==> config.mk <==
export PLATFORM = sky130hd
export DESIGN_NAME = seg_bcd_sched
export DESIGN_NICKNAME = d
export VERILOG_FILES = /design/src/rtl/seg_bcd_sched.sv
export SDC_FILE = /design/constraint.sdc
export NUM_CORES = 1
export LEC_CHECK = 0
export ABC_AREA = 0
export CORE_MARGIN = 3
export CORE_UTILIZATION = 40
export DETAILED_ROUTE_END_ITERATION = 16
export GPL_ROUTABILITY_DRIVEN = 0
export SYNTH_ARGS = -nofsm -noshare
export SYNTH_HDL_FRONTEND = slang
export SYNTH_SLANG_ARGS = --single-unit
export TNS_END_PERCENT = 50
==> constraint.sdc <==
create_clock -name clk_50mHz -period 2.7 [get_ports clk_50mHz]
set_input_delay 0.405 -clock clk_50mHz [delete_from_list [all_inputs] [get_ports clk_50mHz]]
set_output_delay 0.405 -clock clk_50mHz [all_outputs]
set_load 0.05 [all_outputs]
==> src/rtl/seg_bcd_sched.sv <==
// seg_bcd_sched: one serial shift-add-3 BCD converter shared by two
// requesters, plus a 4-digit multiplexed 7-segment scanner.
module seg_bcd_sched #(
    parameter int DIV_BITS = 18
) (
    input  logic       clk_50mHz,
    input  logic       rst,
    input  logic       req0,
    input  logic [7:0] val0,
    input  logic       req1,
    input  logic [7:0] val1,
    output logic       ack0,
    output logic       ack1,
    output logic       busy,
    input  logic       disp_sel,
    output logic [6:0] a_to_g,
    output logic [3:0] an
);

    localparam int CW = DIV_BITS + 2;

    typedef enum logic [1:0] {
        S_IDLE,
        S_LOAD,
        S_SHIFT,
        S_STORE
    } state_t;

    state_t      r_state;
    state_t      w_next;

    logic        r_gnt;
    logic        r_last;
    logic        w_req_any;
    logic        w_pick;

    logic [17:0] r_sr;
    logic [17:0] w_adj;
    logic [2:0]  r_cnt;

    logic [9:0]  r_bcd0;
    logic [9:0]  r_bcd1;

    logic        w_load;
    logic        w_shift;
    logic        w_store;

    logic [CW-1:0] r_scan;
    logic [1:0]    w_slot;
    logic [9:0]    w_bcd;
    logic [3:0]    w_digit;
    logic          w_blank;
    logic [6:0]    w_seg;

    // Arbitration: a lone request wins; a tie goes to the channel not served last.
    always_comb begin
        w_req_any = req0 | req1;
        w_pick    = (req0 & req1) ? ~r_last : req1;
    end

    // State register.
    always_ff @(posedge clk_50mHz) begin
        if (rst) begin
            r_state <= S_IDLE;
        end else begin
            r_state <= w_next;
        end
    end

    // Next-state logic: one LOAD, eight SHIFTs, one STORE per conversion.
    always_comb begin
        w_next = r_state;
        unique case (r_state)
            S_IDLE: begin
                if (w_req_any) begin
                    w_next = S_LOAD;
                end
            end
            S_LOAD: begin
                w_next = S_SHIFT;
            end
            S_SHIFT: begin
                if (r_cnt == 3'd7) begin
                    w_next = S_STORE;
                end
            end
            S_STORE: begin
                w_next = S_IDLE;
            end
            default: begin
                w_next = S_IDLE;
            end
        endcase
    end

    // Moore outputs decoded from the current state.
    always_comb begin
        w_load  = (r_state == S_LOAD);
        w_shift = (r_state == S_SHIFT);
        w_store = (r_state == S_STORE);
        busy    = (r_state != S_IDLE);
        ack0    = w_load & ~r_gnt;
        ack1    = w_load & r_gnt;
    end

    // Grant and fairness memory update only when a grant is issued from IDLE.
    always_ff @(posedge clk_50mHz) begin
        if (rst) begin
            r_gnt  <= 1'b0;
            r_last <= 1'b1;
        end else if ((r_state == S_IDLE) && w_req_any) begin
            r_gnt  <= w_pick;
            r_last <= w_pick;
        end
    end

    // Add-3 correction on the ones and tens nibbles before each shift.
    always_comb begin
        w_adj = r_sr;
        if (r_sr[11:8] >= 4'd5) begin
            w_adj[11:8] = r_sr[11:8] + 4'd3;
        end
        if (r_sr[15:12] >= 4'd5) begin
            w_adj[15:12] = r_sr[15:12] + 4'd3;
        end
    end

    // Converter shift register and shift counter.
    always_ff @(posedge clk_50mHz) begin
        if (rst) begin
            r_sr  <= '0;
            r_cnt <= '0;
        end else if (w_load) begin
            r_sr  <= {10'b0, (r_gnt ? val1 : val0)};
            r_cnt <= '0;
        end else if (w_shift) begin
            r_sr  <= w_adj << 1;
            r_cnt <= r_cnt + 3'd1;
        end
    end

    // Per-channel result registers written in STORE.
    always_ff @(posedge clk_50mHz) begin
        if (rst) begin
            r_bcd0 <= '0;
            r_bcd1 <= '0;
        end else if (w_store) begin
            if (r_gnt) begin
                r_bcd1 <= r_sr[17:8];
            end else begin
                r_bcd0 <= r_sr[17:8];
            end
        end
    end

    // Free-running scan counter; the top two bits select the digit slot.
    always_ff @(posedge clk_50mHz) begin
        if (rst) begin
            r_scan <= '0;
        end else begin
            r_scan <= r_scan + {{(CW-1){1'b0}}, 1'b1};
        end
    end

    // Digit selection with leading-zero blanking on tens and hundreds.
    always_comb begin
        w_slot  = r_scan[CW-1 -: 2];
        w_bcd   = disp_sel ? r_bcd1 : r_bcd0;
        w_digit = 4'd0;
        w_blank = 1'b1;
        an      = 4'b1111;
        unique case (w_slot)
            2'd0: begin
                w_digit = w_bcd[3:0];
                w_blank = 1'b0;
                an      = 4'b1110;
            end
            2'd1: begin
                w_digit = w_bcd[7:4];
                w_blank = (w_bcd[9:8] == 2'd0) && (w_bcd[7:4] == 4'd0);
                an      = w_blank ? 4'b1111 : 4'b1101;
            end
            2'd2: begin
                w_digit = {2'b00, w_bcd[9:8]};
                w_blank = (w_bcd[9:8] == 2'd0);
                an      = w_blank ? 4'b1111 : 4'b1011;
            end
            default: begin
                w_digit = 4'd0;
                w_blank = 1'b1;
                an      = 4'b1111;
            end
        endcase
    end

    // Active-low segment decode; illegal codes fall back to "0".
    always_comb begin
        unique case (w_digit)
            4'd0:    w_seg = 7'b0000001;
            4'd1:    w_seg = 7'b1001111;
            4'd2:    w_seg = 7'b0010010;
            4'd3:    w_seg = 7'b0000110;
            4'd4:    w_seg = 7'b1001100;
            4'd5:    w_seg = 7'b0100100;
            4'd6:    w_seg = 7'b0100000;
            4'd7:    w_seg = 7'b0001111;
            4'd8:    w_seg = 7'b0000000;
            4'd9:    w_seg = 7'b0000100;
            default: w_seg = 7'b0000001;
        endcase
        a_to_g = w_blank ? 7'b1111111 : w_seg;
    end

endmodule

==> results.py, run 1 <==
metrics = {
    "power_and_ir_drop": {
        "leakagePower_nw": 1.57,
        "p_comb_frac": 0.234,
        "ir_worst_vdd_mv": 0.392,
        "swShare": 0.296,
        "power_w": 0.00262,
        "power_switching_w": 0.000775,
        "seqPwrFrac": 0.412,
        "pwr-share-clk": 0.354,
        "internal_power_w": 0.00184,
        "power_density_nw_per_um2": 639,
    },
    "yosys": {
        "syn_inst": 398,
        "yosysSeqAreaShare": 0.395,
        "syn-num-nets": 434,
        "async_reset_ff_frac": 0,
        "syn_area_per_cell_um2": 8.27,
        "synth_edf_count": 0,
        "ys_ff_latch": 65,
        "yosysUniqueCellTypes": 39,
        "synth_ff_type": "dfxtp_1",
        "ys_warn_count": 0,
        "netlist_area_um2": 3290,
    },
    "clocking": {
        "clock_latency_ps": 340,
        "cts_hold_buffers": 0,
        "cts_max_level": 3,
        "cts_buffers": 9,
        "cts.sinks": 65,
        "clock-root-buffer": "clkbuf_8",
        "clk_pin_slew_worst_paths_ps": 70,
        "tritoncts": "done",
        "cts.path.max_buffers": 2,
    },
    "sta": {
        "fmax_mhz": 384,
        "rsz0062_at_grt": "yes",
        "min_period_ps": 2610,
        "tightest_slew_ps": 731,
        "finalCritPeriodShare": 0.965,
        "fin_worst_skew_ps": 12.6,
        "setup_viol": 0,
        "hold_viol_final": 0,
        "drv_slew": 0,
        "finalSetupTns_ps": 0,
        "hold_ws_ps": 432,
        "timing.slew.headroom": 0.512,
    },
    "setup_path": {
        "crit_fanout": 7,
        "rrSetupSlack_ps": 800,
        "worst_setup_path_start_kind": "input pin",
        "cp.arrival_ps": 2200,
        "cp-end-kind": "primary output",
        "criticalPathCategory": "in2out",
        "crit_required_ps": 2300,
    },
    "die": {
        "dieArea_um2": 9360,
        "rows": 32,
        "start_util": 0.420,
        "die_width_um": 96.7,
        "core_region_area_um2": 7850,
        "die_height_um": 96.7,
        "ios": 35,
    },
    "grt": {
        "grt_pass1_wl_um": 11600,
        "grt-ovfl-total": 0,
        "grt_max_degree": 38,
        "grt_usage": 0.146,
        "grt_pass1_vias": 2715,
        "antenna_found_initial": 0,
    },
    "route": {
        "drt_pass1_iterations": 4,
        "via_per_inst": 5.06,
        "antenna_left": 0,
        "num_vias": 2745,
        "route.detailed.drc": 0,
        "wl_um": 6660,
        "first_iter_violations": 105,
        "post_drt_wl_per_cell_um": 12.3,
    },
    "layout": {
        "stdcell_area_um2": 4100,
        "drive_gt1_frac": 0.130,
        "final_cells": 542,
        "fill_cells": 790,
        "diodes": 0,
        "syn2layout_area_growth_pct": 24.4,
        "nets": 471,
    },
    "placement": {
        "place_area_um2": 3790,
        "hpwl_um": 4740,
        "io_buffers": 33,
        "dp.cells": 522,
    },
    "status": {
        "outcome": "finished clean",
    },
    "hold_path": {
        "hold_path_class": "in2reg",
    },
    "run": {
        "maxCapViolations": 0,
    },
}
==> path summary, 6_finish.rpt <==
check,start,endpoint,cells past startpoint
max,disp_sel,a_to_g[5],11
min,rst,r_scan[2],2
max reg2reg,r_state[0],r_state[1],6
min reg2reg,r_bcd1[2],r_bcd1[2],2
==> worst max-delay path, stage by stage <==
cell           delay [ps]
dlygate4sd2_1         240
buf_6                 140
buf_4                 130
mux2i_1               110
o22ai_1               170
o21bai_4              150
inv_1                  80
ha_2                  320
nand2_1                60
o21bai_1              220
buf_12                170
==> placed cells by master (no fill, tap or decap), types with 4 or more instances in the layout <==
cell type and n:
buf_4 13, or3_1 6, clkdlybuf4s50_1 22, nand2b_1 6, mux2i_1 32, buf_12 5
inv_1 12, o21ai_0 10, clkbuf_8 10, xnor2_1 14, ha_1 13, xor2_1 5
nand3_1 12, a21o_1 4, dfxtp_1 64, buf_6 5, nand2_1 59, nor2_1 48
a21oi_1 44, and3_1 4
==> area by class of cell <==
class / count / area, µm² / share of cell area
Multi-Input combinational cell: 299 / 1880 / 0.459
Clock inverter: 6 / 90.1 / 0.0220
Tap cell: 102 / 128 / 0.0312
Clock buffer: 10 / 138 / 0.0336
Inverter: 12 / 45.0 / 0.0110
Sequential cell: 65 / 1300 / 0.318
Timing Repair Buffer: 48 / 513 / 0.125
==> flip-flops by register name (all words and copies together) (netlist names) <==
name	flops
r_bcd0	10
r_gnt	1
r_scan	20
r_last	1
r_bcd1	10
r_state	2
r_sr	18
r_cnt	3
==> layer usage <==
layer	routed length, µm	up-vias	track usage	part of all wire
li1	-	1414	-	-
met4	84	0	0.0443	0.013
met5	0	-	0	0
met3	229	6	0.0425	0.034
met2	3140	49	0.251	0.47
met1	3210	1276	0.176	0.48
==> cells in the mapped netlist (3+ instances only) <==
master    count  area, µm²
dfxtp_1      65       1300
nand2_1      59        221
nor2_1       48        180
a21oi_1      44        220
mux2i_1      32        320
clkbuf_1     15       56.3
ha_1         15        188
xnor2_1      14        123
inv_1        12       45.0
nand3_1      12       60.1
o21ai_0      11       55.1
nand2b_1      7       43.8
or3_1         6       37.5
o21bai_1      5       37.5
xor2_1        5       43.8
a21o_1        4       30.0
and3_1        4       25.0
and2_1        3       18.8
and4_1        3       26.3
buf_2         3       15.0
nor2b_1       3       18.8
o22ai_1       3       18.8
or2_2         3       18.8
==> cells by family after synthesis <==
| group | share of synthesized area |
|---|---|
| xor+xnor | 0.0505 |
| flops | 0.395 |
| compound gates | 0.129 |
| fa+ha+maj | 0.0570 |
| other cells | 0.00114 |
| mux | 0.104 |
| simple gates | 0.219 |
| buf+inv | 0.0444 |
==> power by group through the flow <==
stage | Combinational (W) | Clock [W] | Sequential, W
after floorplan | 0.000469 | 0 | 0.00109
after global placement | 0.000602 | 0 | 0.00110
after detailed placement | 0.000610 | 0 | 0.00110
after CTS | 0.000620 | 0.000951 | 0.00108
after global routing | 0.000687 | 0.000995 | 0.00109
final | 0.000612 | 0.000927 | 0.00108
==> through the flow <==
| step | utilization | setup WS, ps |
|---|---|---|
| 6_report | 0.522 | 94.5 |
| 5_1_grt | 0.522 | -9.89 |
| 4_1_cts | 0.519 | 14.3 |
| 3_5_place_dp | 0.483 | -143 |
| 3_3_place_gp | 0.483 | -41.9 |
| 2_1_floorplan | - | -181 |
==> what timing repair did <==
item / CTS / global route
pin swaps: 6 / 1
setup buffers: 4 / 0
resized for setup: 9 / 7
hold endpoints to repair: 0 / 0
setup endpoints to repair: 6 / 6
Power figures use the tool's default switching activity.
==> run 2, diff against run 1 <==
- PLACE_DENSITY: unset -> 0.7
- clock period: 2.7 -> 2.9 ns (I/O delays scaled with it)
==> results.py, run 2 (same netlist as run 1, synthesis figures left out) <==
metrics = {
    "layout": {
        "final_cells": 538,
        "layout_common_cells": "65 x dfxtp_1, 59 x nand2_1, 48 x nor2_1, 44 x a21oi_1, 32 x mux2i_1",
        "layout_commonest_cell": "dfxtp_1",
        "top_register": "r_scan",
        "multi_input_area_um2": 1850,
        "fill_cells": 750,
        "reg_top3": "r_scan: 20 flops, r_sr: 18 flops",
        "fin_util": 0.514,
        "largest_reg_flops": 20,
        "seqCellArea_um2": 1300,
        "diodes": 0,
        "nets": 467,
        "drive_gt1_frac": 0.106,
        "syn2layout_area_growth_pct": 22.6,
    },
    "die": {
        "rows": 32,
        "die_width_um": 96.7,
        "dieArea_um2": 9360,
        "start_util": 0.420,
        "die_height_um": 96.7,
        "ios": 35,
        "core_region_area_um2": 7850,
    },
    "sta": {
        "tightest_slew_ps": 658,
        "finalCritPeriodShare": 0.938,
        "timing.slew.headroom": 0.561,
        "rsz0062_at_grt": "no",
        "min_period_ps": 2720,
        "fmax_mhz": 368,
        "drv_slew": 0,
        "setup_ws_ps": 181,
        "fin_worst_skew_ps": 7.27,
        "hold_viol_final": 0,
        "setup_viol": 0,
    },
    "power_and_ir_drop": {
        "leakagePower_nw": 1.56,
        "internal_power_w": 0.00173,
        "pwr-share-clk": 0.353,
        "ir_worst_vdd_mv": 0.531,
        "power_w": 0.00244,
        "seqPwrFrac": 0.412,
        "swShare": 0.290,
        "p_comb_frac": 0.235,
        "power_switching_w": 0.000709,
        "power_density_nw_per_um2": 605,
    },
    "grt": {
        "grt_pass1_wl_um": 11400,
        "antenna_found_initial": 0,
        "grt_pass1_vias": 2565,
        "grt_max_degree": 24,
        "grt_usage": 0.143,
        "grt-ovfl-total": 0,
    },
    "setup_path": {
        "crit_required_ps": 2470,
        "criticalPathCategory": "reg2out",
        "cp.arrival_ps": 2280,
        "cp-end-kind": "primary output",
        "crit_fanout": 5,
        "worst_setup_path_start_kind": "register",
    },
    "hold_path": {
        "hold_path_class": "reg2reg",
    },
    "status": {
        "outcome": "finished clean",
    },
    "clocking": {
        "cts.path.max_buffers": 2,
        "cts_max_level": 3,
        "clk_pin_slew_worst_paths_ps": 70,
        "cts_buffers": 9,
        "clock-root-buffer": "clkbuf_8",
        "tritoncts": "done",
        "clock_latency_ps": 330,
        "cts.sinks": 65,
        "cts_hold_buffers": 0,
    },
    "route": {
        "post_drt_wl_per_cell_um": 11.9,
        "route.detailed.drc": 0,
        "first_iter_violations": 110,
        "wl_um": 6410,
        "num_vias": 2700,
        "via_per_inst": 5.02,
        "antenna_left": 0,
        "drt_pass1_iterations": 4,
    },
    "run": {
        "maxCapViolations": 0,
    },
    "placement": {
        "io_buffers": 33,
        "dp.cells": 520,
        "hpwl_um": 4700,
        "dp_slack_ps": 22.9,
    },
}
-- run 2: cell types whose count changed in the layout (fill, tap and decap cells not counted), moves of 2 or more --
cell and change:
ha_2 -2, ha_1 +2, buf_6 -5, buf_12 +2
-- run 2: repair_timing --
item | CTS | global route
setup endpoints to repair | 0 | 5
setup buffers | 0 | 2
resized for setup | 0 | 1
-- run 2: path summary, 6_finish.rpt --
path	endpoint	cells past startpoint	from	slack, ps
worst min register to register	r_bcd1[1]	2	r_bcd1[1]	460
worst max-delay path	a_to_g[2]	9	r_scan[19]	180
worst min-delay path	r_bcd1[1]	2	r_bcd1[1]	460
worst max register to register	r_scan[16]	6	r_scan[0]	1170
-- run 2: cell type report --
| cell class | count | area share |
|---|---|---|
| Timing Repair Buffer | 44 | 0.119 |
| Sequential cell | 65 | 0.322 |
| Multi-Input combinational cell | 299 | 0.459 |
| Clock inverter | 5 | 0.0192 |
| Tap cell | 102 | 0.0316 |
| Clock buffer | 11 | 0.0375 |
| Inverter | 12 | 0.0112 |
-- run 2: per-layer routing --
layer / up-vias / wire length [µm] / share of wire / track usage
met5: - / 0 / 0 / 0
met4: 0 / 108 / 0.017 / 0.0551
met3: 10 / 256 / 0.040 / 0.0346
met2: 50 / 2980 / 0.47 / 0.242
met1: 1227 / 3060 / 0.48 / 0.175
li1: 1413 / - / - / -
-- run 2: stage by stage --
step                setup TNS (ps)  hold WS [ps]  cell area (µm²)
finish                           0           460             4040
global route                     0           488             4040
CTS                              0           463             4020
detailed placement               0           451             3790
global placement                 0           445             3790
floorplan                    -14.6           430             3300
-- run 2: power by group through the flow --
stage	clock [W]	combinational [W]	sequential [W]
finish	0.000862	0.000575	0.00101
global route	0.000919	0.000640	0.00101
CTS	0.000885	0.000577	0.00100
detailed placement	0	0.000573	0.00102
global placement	0	0.000560	0.00102
floorplan	0	0.000436	0.00102
-- run 2: worst max-delay path, stage by stage, from the launching register on --
cell,delay (ps)
dfxtp_1,350
or2_2,370
o22ai_1,120
o21bai_1,200
inv_1,110
ha_1,200
inv_1,70
a21oi_1,60
a211o_1,280
buf_4,190
